==> config.mk <==
export PLATFORM = sky130hd
export DESIGN_NAME = register_bank16
export DESIGN_NICKNAME = d
export VERILOG_FILES = /design/src/rtl/register_bank16.sv
export SDC_FILE = /design/constraint.sdc
export NUM_CORES = 1
export LEC_CHECK = 0
export ABC_AREA = 1
export ABC_CLOCK_PERIOD_IN_PS = 1300
export CORE_ASPECT_RATIO = 0.9
export CORE_UTILIZATION = 42
export CTS_CLUSTER_SIZE = 12
export DETAILED_ROUTE_END_ITERATION = 12
export PLACE_DENSITY_LB_ADDON = 0.1
export SLEW_MARGIN = 0
export SYNTH_ARGS = -nofsm -noshare
export SYNTH_HDL_FRONTEND = slang
export SYNTH_SLANG_ARGS = --single-unit
==> constraint.sdc <==
create_clock -name clk -period 1.3 [get_ports clk]
set_clock_uncertainty 0.2 [all_clocks]
set_input_delay 0.26 -clock clk [delete_from_list [all_inputs] [get_ports clk]]
set_output_delay 0.26 -clock clk [all_outputs]
set_load 0.05 [all_outputs]
==> src/rtl/register_bank16.sv <==
// -----------------------------------------------------------------------------
// register_bank16
//
// Sixteen-entry register bank that sits directly in front of mux16. It has one
// synchronous write port and tracks a valid bit for each entry. It also runs a
// small scan sequencer that steps mux16's select through 0..15 once. This sweep
// serves the debug dump and checksum path.
//
// Parameters
//   N        data width of each entry (must match mux16 N)
//   ZERO_R0  1: entry 0 is hardwired to 0, writes to it are dropped and
//            valid[0] always reads 1
//
// Ports
//   clk         in   1     rising-edge clock
//   rst         in   1     synchronous active-high reset, beats every input
//   wr_ena      in   1     write strobe
//   wr_addr     in   4     write entry index
//   wr_data     in   N     write data
//   clr_all     in   1     clear all entries and valid bits next edge
//   scan_start  in   1     start a 16-step select sweep (ignored while busy)
//   q           out  16*N  packed entries, entry i at q[i*N +: N]
//   valid       out  16    valid[i]=1 once entry i written since reset/clear
//   scan_sel    out  4     mux16 select during a scan
//   scan_valid  out  1     scan_sel indexes a live scan step
//   scan_last   out  1     live step with scan_sel==15
//   busy        out  1     FSM is in SCAN; this is also the FSM state bit
//                          observed from outside (IDLE=0, SCAN=1)
//
// Handshake: there is no backpressure. A write is accepted on every rising
// edge where wr_ena=1 and neither rst nor clr_all is high. scan_start is
// accepted only on an edge where busy=0. After that edge scan_valid stays high
// for exactly 16 cycles, with scan_sel counting 0..15.
// -----------------------------------------------------------------------------
module register_bank16 #(
  parameter int N       = 1,
  parameter int ZERO_R0 = 0
) (
  input  logic            clk,
  input  logic            rst,
  input  logic            wr_ena,
  input  logic [3:0]      wr_addr,
  input  logic [N-1:0]    wr_data,
  input  logic            clr_all,
  input  logic            scan_start,
  output logic [16*N-1:0] q,
  output logic [15:0]     valid,
  output logic [3:0]      scan_sel,
  output logic            scan_valid,
  output logic            scan_last,
  output logic            busy
);

  // Bit 0 set when entry 0 is hardwired. It is removed from the write decode
  // and forced into the valid vector on reset and clear.
  localparam logic [15:0] R0_MASK = (ZERO_R0 != 0) ? 16'h0001 : 16'h0000;

  typedef enum logic {
    IDLE = 1'b0,
    SCAN = 1'b1
  } state_t;

  // ---------------------------------------------------------------------------
  // Storage
  // ---------------------------------------------------------------------------
  logic [N-1:0] mem_q [16];
  logic [15:0]  valid_q;
  logic [15:0]  wr_sel_d;

  // One-hot write decode. At most one entry is enabled per edge.
  always_comb begin
    wr_sel_d = '0;
    if (wr_ena) begin
      wr_sel_d = (16'h0001 << wr_addr) & ~R0_MASK;
    end
  end

  // Priority on each edge: rst, then clr_all, then the write.
  always_ff @(posedge clk) begin
    if (rst || clr_all) begin
      for (int i = 0; i < 16; i++) begin
        mem_q[i] <= '0;
      end
      valid_q <= R0_MASK;
    end else begin
      for (int i = 0; i < 16; i++) begin
        if (wr_sel_d[i]) begin
          mem_q[i]   <= wr_data;
          valid_q[i] <= 1'b1;
        end
      end
    end
  end

  // Pack the entries for mux16. Entry 0 is tied to zero when hardwired, so it
  // never depends on the storage flops.
  always_comb begin
    q = '0;
    for (int i = 0; i < 16; i++) begin
      if ((ZERO_R0 != 0) && (i == 0)) begin
        q[i*N +: N] = '0;
      end else begin
        q[i*N +: N] = mem_q[i];
      end
    end
  end

  assign valid = valid_q;

  // ---------------------------------------------------------------------------
  // Scan sequencer
  // ---------------------------------------------------------------------------
  state_t     state_q;
  logic [3:0] scan_sel_q;
  logic       scan_valid_q;

  always_ff @(posedge clk) begin
    if (rst) begin
      state_q      <= IDLE;
      scan_sel_q   <= 4'd0;
      scan_valid_q <= 1'b0;
    end else begin
      case (state_q)
        IDLE: begin
          if (scan_start) begin
            state_q      <= SCAN;
            scan_sel_q   <= 4'd0;
            scan_valid_q <= 1'b1;
          end
        end
        SCAN: begin
          // scan_start is deliberately not looked at here, so a sweep in
          // progress cannot restart. clr_all has no effect on the sweep.
          if (scan_sel_q == 4'd15) begin
            state_q      <= IDLE;
            scan_sel_q   <= 4'd0;
            scan_valid_q <= 1'b0;
          end else begin
            scan_sel_q <= scan_sel_q + 4'd1;
          end
        end
        default: begin
          state_q      <= IDLE;
          scan_sel_q   <= 4'd0;
          scan_valid_q <= 1'b0;
        end
      endcase
    end
  end

  assign busy       = (state_q == SCAN);
  assign scan_sel   = scan_sel_q;
  assign scan_valid = scan_valid_q;
  assign scan_last  = (state_q == SCAN) && (scan_sel_q == 4'd15);

endmodule

==> impl_summary.log <==
[metrics] status: finished with violations
[metrics] failing checks: negative setup slack
[metrics] synthesized cell area: 1490 um2
[metrics] Worst slew margin: 0.785
[metrics] cells on worst reg2reg path: 8
[metrics] clock transition at the registers of the reported paths: 0.08 ns
[metrics] post-placement cell count: 286
[metrics] number of distinct library cells after synthesis: 17
[metrics] total of hold buffers inserted after clock tree synthesis: 0
[metrics] CP arrival: 1.14 ns
[metrics] setup repair after global routing missed its margin: true
[metrics] Final WS setup: -0.303 ns
[metrics] final max-slew violation count: 0
[metrics] end point of the critical path: scan_last
[metrics] DR vias: 1508
[metrics] total core area: 3380 um2
[metrics] first-pass GRT wire length: 7400 um
[metrics] leading cell type in the layout, fill and taps excluded: sky130_fd_sc_hd__buf_12
[metrics] half-perimeter wire length of the detailed placement result: 3340 um
[metrics] Tcrit/Tclk final: 1.23
[metrics] antenna violations before repair: 0
[metrics] non-filler instance count after layout: 300
[metrics] synthesized flop and latch total: 38
[metrics] net count of the finished layout: 266
[metrics] number of buffers on the longest clock path: 2
[metrics] count of endpoints failing hold in the final timing report: 0
[metrics] drc violations: 0
[metrics] number of placement rows: 20
[metrics] H-tree levels: 2
[metrics] I/O pins: 49
[metrics] f_max: ~620 MHz
[metrics] Tmin final: 1.60 ns
[metrics] LEAKAGE: 1.17 nW
[metrics] fraction of the yosys area taken by sequential cells: 0.617
[metrics] slew at the pin closest to its max-slew limit: 0.321 ns
[metrics] worst-case register-to-register setup slack: -0.05 ns
[metrics] number of nets with antenna violations after detailed routing: 0
[metrics] horizontal die dimension: 64.8 um
[metrics] chip height: about 60 um
[metrics] largest net degree at the start of global routing: 12
[metrics] fraction of layout cells with a size suffix above 1: 0.520
[metrics] CTS Root Buffer Type: sky130_fd_sc_hd__clkbuf_8
[metrics] vias per std cell: 5.03
[metrics] iteration count of the initial detailed-routing pass: 4
[metrics] critical path class: reg -> out
[metrics] sum of negative setup slack: -1.67 ns
[metrics] initial standard-cell utilization of the core: 0.442
[metrics] CTS Buf Count: 5
[metrics] endpoint of the worst-slack reg-to-reg timing path: scan_sel[3]
[metrics] DR WL/cell: 16.4 um
[metrics] total wirelength of the detailed-routed design: 4910 um
[metrics] total die area: 3800 um2
[metrics] maximum capacitance violations: 0
[metrics] number of nets in the synthesized netlist: 176
[metrics] count of final setup violators: 24
[metrics] Total Power: 2.73 mW
[metrics] antenna diode count: 0
[metrics] insertion delay to the later sink of the worst-skew pair: roughly 0.3 ns
[metrics] clock sink total: 38
[metrics] count of buffers from port buffering: between 40 and 50
[metrics] P per Cell Area: ~930 nW/um2
[metrics] Critical R2R Launch: scan_sel[0]
[metrics] routability congestion estimate: 0.831
[metrics] vias in the first global route: 1619
[metrics] area overhead of the layout relative to synthesis: 95.8%
[metrics] aggregate global-route resource usage: 0.269
[metrics] CTS tree: built
[metrics] critical-path maximum fanout: 2
[metrics] worst slack on hold paths: 0.260 ns
[metrics] number of DRC violations after detailed-routing iteration 0: 56
[metrics] classification of the worst-slack hold path: in -> reg
[metrics] commonest non-fill, non-tap cells in the layout: 41 x sky130_fd_sc_hd__buf_12, 39 x sky130_fd_sc_hd__nand2_1, 30 x sky130_fd_sc_hd__buf_4, 23 x sky130_fd_sc_hd__inv_1, 18 x sky130_fd_sc_hd__a21oi_1
[metrics] gr ovfl total: 0
[metrics] number of warnings reported in the yosys synthesis log: 0
[metrics] Critical Path Start: scan_sel[0]
[metrics] syn avg cell area: 9.05 um2
[metrics] required arrival time at the worst endpoint: 0.84 ns
[metrics] startpoint kind of the worst setup timing path: flip-flop
[metrics] nature of the critical path endpoint: output pin
[metrics] Gate Count Post-Synth: 165
[metrics] maximum resistive drop on vdd: 0.000653 V
[metrics] worst slack at placement: -0.629 ns
## state kept, by name, summed over array words and instances, names as in the netlist
register / count
mem_q: 16
valid: 16
scan_sel: 4
busy: 1
scan_valid: 1
## logic make-up after synthesis
| family | share of synthesized area |
|---|---|
| AND/OR/NAND/NOR | 0.209 |
| AO/OA/AOI/OAI | 0.0855 |
| adder cells (fa/ha/maj) | 0.00838 |
| buffers and inverters | 0.0805 |
| flip-flops | 0.617 |
## worst min path at each step
| stage | from | end | depth (start not counted) |
|---|---|---|---|
| floorplan | rst | scan_sel[1] | 1 |
| global placement | valid[5] | valid[5] | 2 |
| detailed placement | valid[8] | valid[8] | 2 |
| CTS | rst | scan_sel[3] | 3 |
| global route | rst | scan_sel[3] | 3 |
| finish | rst | scan_sel[3] | 3 |
## layer usage
layer	wire (um)	up-vias	track usage
met5	0	-	0
met4	119	0	0.162
met3	286	14	0.0678
met2	2740	59	0.497
met1	1760	733	0.272
li1	-	702	-
## what timing repair did
item	4_1_cts	5_1_grt
setup buffers	3	3
gates cloned	0	1
pin swaps	8	4
gates resized for setup	31	24
endpoints found under the setup margin	71	70
## synth_stat cells
library cell               number  share of area
sky130_fd_sc_hd__nand4_1        1         0.0042
sky130_fd_sc_hd__edfxtp_1      16           0.32
sky130_fd_sc_hd__inv_2          4          0.010
sky130_fd_sc_hd__nor2_1        14          0.035
sky130_fd_sc_hd__buf_2          3          0.010
sky130_fd_sc_hd__a21oi_1       19          0.064
sky130_fd_sc_hd__dfxtp_1       22           0.30
sky130_fd_sc_hd__inv_1         24          0.060
sky130_fd_sc_hd__nand3_1        2         0.0067
sky130_fd_sc_hd__ha_1           1         0.0084
sky130_fd_sc_hd__a21oi_2        2          0.012
sky130_fd_sc_hd__nor3_1         4          0.013
sky130_fd_sc_hd__o21ai_0        3          0.010
sky130_fd_sc_hd__nor2_4         1         0.0075
sky130_fd_sc_hd__nor3_2         4          0.027
sky130_fd_sc_hd__nand2_1       44           0.11
sky130_fd_sc_hd__nor2_2         1         0.0042
## through the flow
step	cell area, um2	util
2_1_floorplan	1540	-
3_3_place_gp	2710	0.803
3_5_place_dp	2710	0.803
4_1_cts	2870	0.851
5_1_grt	2920	0.865
6_report	2920	0.865
## area by class of cell
type | instances | area, um2
well taps | 44 | 55.1
flip-flops and latches | 38 | 952
clock inverters | 2 | 8.76
repair buffers | 86 | 1180
clock buffers | 6 | 72.6
inverters | 28 | 105
fillers | 149 | 455
multi-input cells | 96 | 548
## worst max-delay path, cell delays in order, from the launching register on
cell                      delay (ns)
sky130_fd_sc_hd__dfxtp_4        0.37
sky130_fd_sc_hd__ha_4           0.15
sky130_fd_sc_hd__nand3_4        0.08
sky130_fd_sc_hd__nor2_4         0.11
sky130_fd_sc_hd__buf_12         0.14
## power breakdown
| group | internal, mW | switching [mW] | total [mW] |
|---|---|---|---|
| sequential | 1.29 | 0.0474 | 1.34 |
| combinational | 0.276 | 0.321 | 0.597 |
| clock | 0.369 | 0.425 | 0.794 |
| total | 1.93 | 0.794 | 2.73 |
(Power assumes the default switching activity.)
